[src/rtl/branch_resolve_queue_pkg.sv]
`default_nettype none
// ============================================================================
// Module      : branch_resolve_queue_pkg
// Description : Shared structs for the branch resolve path. Holds the
//               predictor/flush-controller update record and the entry
//               stored by branch_resolve_queue.
// Revision    : 1.0 - initial release
// ============================================================================
package branch_resolve_queue_pkg;

    // Field widths of the shared structs. Any block using these structs must
    // be instantiated with matching PC / ROB / branch-slot parameters.
    localparam int PKG_PC_BITS        = 32;
    localparam int PKG_ROB_INDEX_BITS = 3;
    localparam int PKG_MAX_BRANCH_IF  = 2;
    localparam int PKG_RAT_ID_BITS    = $clog2(PKG_MAX_BRANCH_IF);

    // Update sent to the branch predictor and the flush controller.
    typedef struct packed {
        logic                          valid_jump;
        logic                          jump_taken;
        logic [PKG_PC_BITS-1:0]        jump_address;
        logic [PKG_PC_BITS-1:0]        orig_pc;
        logic                          is_comp;
        logic [PKG_ROB_INDEX_BITS-1:0] ticket;
        logic [PKG_RAT_ID_BITS-1:0]    rat_id;
    } predictor_update;

    // One resolved branch waiting in the resolve queue.
    typedef struct packed {
        logic [PKG_PC_BITS-1:0]        orig_pc;
        logic [PKG_PC_BITS-1:0]        target;
        logic                          taken;
        logic                          is_comp;
        logic [PKG_ROB_INDEX_BITS-1:0] ticket;
        logic [PKG_RAT_ID_BITS-1:0]    rat_id;
    } branch_resolve_entry;

endpackage
`default_nettype wire

[src/rtl/branch_resolve_queue.sv]
`default_nettype none
// ============================================================================
// Module      : branch_resolve_queue
// Description : Program-order FIFO between the branch execution unit and the
//               predictor / flush controller. One cycle minimum latency, no
//               bypass. Flush empties the queue (pointers and counter only).
// Ports       : clk, rst          - clock, synchronous active-high reset
//               flush             - misprediction flush
//               br_valid/br_ready - resolved-branch handshake, br_* payload
//               upd_ready         - downstream can take an update this cycle
//               pr_update         - head entry as a predictor update
//               occupancy         - number of valid entries (0..DEPTH)
// Revision    : 1.0 - initial release
// ============================================================================
module branch_resolve_queue
    import branch_resolve_queue_pkg::*;
#(
    parameter int PC_BITS        = PKG_PC_BITS,
    parameter int ROB_INDEX_BITS = PKG_ROB_INDEX_BITS,
    parameter int MAX_BRANCH_IF  = PKG_MAX_BRANCH_IF,
    parameter int DEPTH          = 4
) (
    input  logic                             clk,
    input  logic                             rst,
    input  logic                             flush,
    input  logic                             br_valid,
    output logic                             br_ready,
    input  logic [PC_BITS-1:0]               br_orig_pc,
    input  logic [PC_BITS-1:0]               br_target,
    input  logic                             br_taken,
    input  logic                             br_is_comp,
    input  logic [ROB_INDEX_BITS-1:0]        br_ticket,
    input  logic [$clog2(MAX_BRANCH_IF)-1:0] br_rat_id,
    input  logic                             upd_ready,
    output predictor_update                  pr_update,
    output logic [$clog2(DEPTH):0]           occupancy
);

    localparam int PTR_W = $clog2(DEPTH);
    localparam int OCC_W = PTR_W + 1;

    localparam logic [OCC_W-1:0] c_OCC_FULL = OCC_W'(DEPTH);
    localparam logic [OCC_W-1:0] c_OCC_ONE  = OCC_W'(1);
    localparam logic [PTR_W-1:0] c_PTR_ONE  = PTR_W'(1);

    // Storage carries no reset; only the pointers and counter define validity.
    branch_resolve_entry mem_q [DEPTH];

    logic [PTR_W-1:0] head_q, head_d;
    logic [PTR_W-1:0] tail_q, tail_d;
    logic [OCC_W-1:0] occ_q,  occ_d;

    logic                w_empty;
    logic                w_push;
    logic                w_pop;
    branch_resolve_entry w_new_entry;
    branch_resolve_entry w_head_entry;

    assign w_empty  = (occ_q == '0);
    assign br_ready = (occ_q != c_OCC_FULL);
    // Under flush a push is swallowed even though br_ready may be high.
    assign w_push   = br_valid && br_ready && !flush;
    // The presented head is consumed whenever downstream takes it, flush or not.
    assign w_pop    = !w_empty && upd_ready;

    assign occupancy    = occ_q;
    assign w_head_entry = mem_q[head_q];

    always_comb begin
        w_new_entry         = '0;
        w_new_entry.orig_pc = br_orig_pc;
        w_new_entry.target  = br_target;
        w_new_entry.taken   = br_taken;
        w_new_entry.is_comp = br_is_comp;
        w_new_entry.ticket  = br_ticket;
        w_new_entry.rat_id  = br_rat_id;
    end

    always_comb begin
        head_d = head_q;
        tail_d = tail_q;
        occ_d  = occ_q;
        if (flush) begin
            head_d = '0;
            tail_d = '0;
            occ_d  = '0;
        end else begin
            if (w_push) begin
                tail_d = tail_q + c_PTR_ONE;
            end
            if (w_pop) begin
                head_d = head_q + c_PTR_ONE;
            end
            // Simultaneous push and pop leave the count unchanged.
            if (w_push && !w_pop) begin
                occ_d = occ_q + c_OCC_ONE;
            end else if (w_pop && !w_push) begin
                occ_d = occ_q - c_OCC_ONE;
            end
        end
    end

    always_ff @(posedge clk) begin
        if (rst) begin
            head_q <= '0;
            tail_q <= '0;
            occ_q  <= '0;
        end else begin
            head_q <= head_d;
            tail_q <= tail_d;
            occ_q  <= occ_d;
        end
    end

    always_ff @(posedge clk) begin
        if (w_push) begin
            mem_q[tail_q] <= w_new_entry;
        end
    end

    always_comb begin
        pr_update = '0;
        if (!w_empty) begin
            pr_update.jump_address = w_head_entry.target;
            pr_update.jump_taken   = w_head_entry.taken;
            pr_update.orig_pc      = w_head_entry.orig_pc;
            pr_update.is_comp      = w_head_entry.is_comp;
            pr_update.ticket       = w_head_entry.ticket;
            pr_update.rat_id       = w_head_entry.rat_id;
        end
        pr_update.valid_jump = w_pop;
    end

endmodule
`default_nettype wire
[config.mk]
export PLATFORM = sky130hd
export DESIGN_NAME = branch_resolve_queue
export DESIGN_NICKNAME = d
export VERILOG_FILES = /design/src/rtl/branch_resolve_queue_pkg.sv /design/src/rtl/branch_resolve_queue.sv
export SDC_FILE = /design/constraint.sdc
export NUM_CORES = 1
export LEC_CHECK = 0
export ABC_AREA = 1
export BUFFER_PORTS_ARGS = -buffer_cell sky130_fd_sc_hd__buf_2
export CORE_UTILIZATION = 24
export DETAILED_ROUTE_END_ITERATION = 7
export GPL_TIMING_DRIVEN = 0
export MAX_ROUTING_LAYER = met4
export PLACE_DENSITY_LB_ADDON = 0.3
export SETUP_SLACK_MARGIN = 0.3
export SLEW_MARGIN = 20
export SYNTH_ARGS = -nofsm -noshare
export SYNTH_HDL_FRONTEND = slang
export SYNTH_SLANG_ARGS = --single-unit
[constraint.sdc]
create_clock -name clk -period 4.6 [get_ports clk]
set_input_delay 0.46 -clock clk [delete_from_list [all_inputs] [get_ports clk]]
set_output_delay 0.46 -clock clk [all_outputs]
set_load 0.02 [all_outputs]
==> metrics.md <==
| Metric | Value |
|---|---|
| Status | complete, no violations |
| Max Clk Rate | ~320 MHz |
| Reg area | ~8600 µm² |
| Register bit total from synthesis | approximately 290 |
| Number of buffers created by CTS | 31 |
| Hold-fix buffers, CTS | 0 |
| CTS max path bufs | 3 |
| Layout Skew | around 0.017 ns |
| Die area | 48100 µm² |
| Routed vias/inst | 4.22 |
| CP arrival | 2.70 ns |
| DRC viols | 0 |
| RSZ-0062 raised after global routing | false |
| Pleak | 5.05 nW |
| Io pins | 150 |
| I/O Buffers | between 100 and 150 |
| Sequential share of the synthesized area | between 70% and 80% |
| Share of layout cells above drive strength 1 | 21.3% |
| Die Y | ~220 µm |
| CTS tree | done |
| DP HPWL | roughly 20 mm |
| Critical Path RT | roughly 4.1 ns |
| Max-cap check violation count | 0 |
| Area contributors post-synth | edfxtp_1, nor2_1, o21ai_0 |
| # setup viols final | 0 |
| Yosys top cell area share | between 70% and 80% |
| Setup ws final | 1.44 ns |
| Yosys warns | 0 |
| Initial antenna violation count | 5 |
| Post-cts resize count | 0 |
| Hold path startpoint | br_target[26] |
| Min-Delay Path Class | in -> reg |
| WS Path Type | reg -> out |
| Via count | 7325 |
| Worst-path cell chain | buf_2 -> inv_2 -> clkbuf_1 -> nor2_1 -> o21ai_0 -> a21oi_1 -> buf_2 |
| Drt wl/cell | ~18 µm |
| Wire length of the first global-routing pass | 45.8 mm |
| Area delta synth->final | 24.6% |
| Slew HR | around 50% |
| Post-Route Utilization | between 30% and 40% |
| Rows | slightly below 80 |
| Starting Density | about a quarter |
| Drt initial violations | roughly 390 |
| Post-Layout Cell Count | roughly 1700 |
| Syn Area/Cell | 12.6 µm² |
| Vias in the first global route | approximately 7500 |
| H-Tree Level Count | 1 |
| Worst reg2reg path startpoint | occupancy[0]$_SDFFE_PP0P_ |
| Final hold viol count | 0 |
| Largest area contributor in the netlist | edfxtp_1 |
| Delay-heaviest family, CP | buffers and inverters |
| Power Density | just over 400 nW/µm² |
| Pre-CTS setup slack | roughly 2.0 ns |
| CP peak stage delay | 0.38 ns |
| Total track usage | a little over an eighth |
| Final global-route overflow total | 0 |
| Setup Fix Bufs, Post-CTS | 0 |
| VDD IR max | between 0.0002 and 0.00025 V |
| Syn Nets | between 900 and 1000 |
| Area of the multi-input gates | 2380 µm² |
| Post-Route WL | ~31 mm |
| Crit path launch type | flip-flop |
| Mapped Cells | about 900 |
| Drt first pass iters | 5 |
| Crit path buffers/inverters | 4 |
| Largest net degree at the start of global routing | 23 |
| Reg clk slew, reported paths | 0.06 ns |
| Clk Latency, worst-skew pair | a little under 0.6 ns |
| CP max-delay cell | a21oi_1 |
| Nets | between 1000 and 1500 |
| Worst path most repeated cell | buf_2 |
| Worst Path Max Fanout | 10 |
| Die width | 219 µm |
| CTS sink count | 289 |
| Synthesized area | ~11000 µm² |
| Final period util | 68.8% |
| Root buffer cell | clkbuf_16 |
| Crit end category | output pin |
| Worst Tran Pin Value | about 0.77 ns |
| Fillers | 4707 |
| Core area | 46600 µm² |
| Setup_tns | 0 ns |
| Count of final max-slew check failures | 0 |
| Post-layout minimum cycle time | between 3 and 4 ns |
| DP Cell Count | between 1500 and 2000 |
| RD Place Congestion | around 0.7 |
| Netlist cell types | 18 |
| DRT antenna net count | 0 |
-- power by group --
group / switching, mW / internal, mW / total (mW)
sequential: 0.0137 / 2.95 / 2.96
clock: 1.01 / 1.35 / 2.36
combinational: 0.373 / 0.154 / 0.527
-- cell usage after synthesis --
cell / n
o21ai_1: 51
buf_4: 3
nor2_1: 294
clkbuf_1: 25
nand2_1: 18
buf_6: 11
a21oi_1: 73
nand3_1: 5
xor2_1: 1
dfxtp_1: 9
fa_1: 1
inv_1: 16
inv_2: 3
ha_1: 5
o21ai_0: 89
clkbuf_2: 8
buf_2: 7
edfxtp_1: 280
-- layer usage --
metal	wire length (µm)	vias up	GRT usage, %
met5	0	-	-
met4	594	0	3.36
met3	1950	44	3.22
met2	14300	186	21.0
met1	14300	3522	16.9
li1	-	3573	-
-- flip-flops by register name, indices dropped and copies added (netlist names), named ones only --
name       flops
mem_q        280
head_q         2
tail_q         2
occupancy      3
-- worst paths after layout --
check	endpoint	slack, ns	depth (start not counted)
worst max-delay path	pr_update[30]	1.44	7
worst min-delay path	mem_q[2][32]$_DFFE_PP_	0.1	1
worst max register to register	mem_q[2][21]$_DFFE_PP_	2.14	6
worst min register to register	occupancy[1]$_SDFFE_PP0P_	0.52	2
-- cells in the final DEF, fill, tap and decap left out --
cell type / instances
nor2_1: 290
edfxtp_1: 280
buf_2: 156
o21ai_0: 89
a21oi_1: 73
o21ai_1: 51
clkbuf_1: 40
clkbuf_16: 31
nand2_1: 18
inv_1: 16
buf_6: 11
buf_12: 10
dfxtp_1: 9
diode_2: 8
clkbuf_2: 8
nand3_1: 5
ha_1: 5
nor2_4: 4
buf_4: 3
inv_2: 3
clkinv_1: 3
clkbuf_8: 3
buf_16: 3
clkinvlp_4: 2
xor2_1: 1
fa_1: 1
inv_6: 1
inv_4: 1
clkinv_2: 1
bufinv_16: 1
-- cell type report --
type / instances / share of cell area (%)
repair buffers: 162 / 7.29
flip-flops and latches: 289 / 60.8
plain buffers: 54 / 2.23
inverters: 19 / 0.505
clock inverters: 9 / 0.541
diodes: 8 / 0.142
multi-input cells: 537 / 16.9
well taps: 607 / 5.38
clock buffers: 49 / 6.19
-- kinds of logic (layout without fill, tap and decap cells) --
logic type / Yosys count / count (layout) / synth area share [%]
other: 0 / 8 / 0
XOR/XNOR: 1 / 1 / 0.0773
flip-flops: 289 / 289 / 75.8
adder cells (fa/ha/maj): 6 / 6 / 0.729
AND/OR/NAND/NOR: 317 / 317 / 10.6
AO/OA/AOI/OAI: 213 / 213 / 9.41
buffers and inverters: 73 / 293 / 3.41
-- stage by stage --
stage	power [mW]	hold slack [ns]	cell area, µm²
floorplan	3.31	0.465	11300
global placement	3.54	0.493	12800
detailed placement	3.55	0.515	13100
CTS	5.94	0.0475	14100
global route	6.08	0.0518	14100
finish	5.85	0.0984	14100
(Power assumes the default switching activity.)
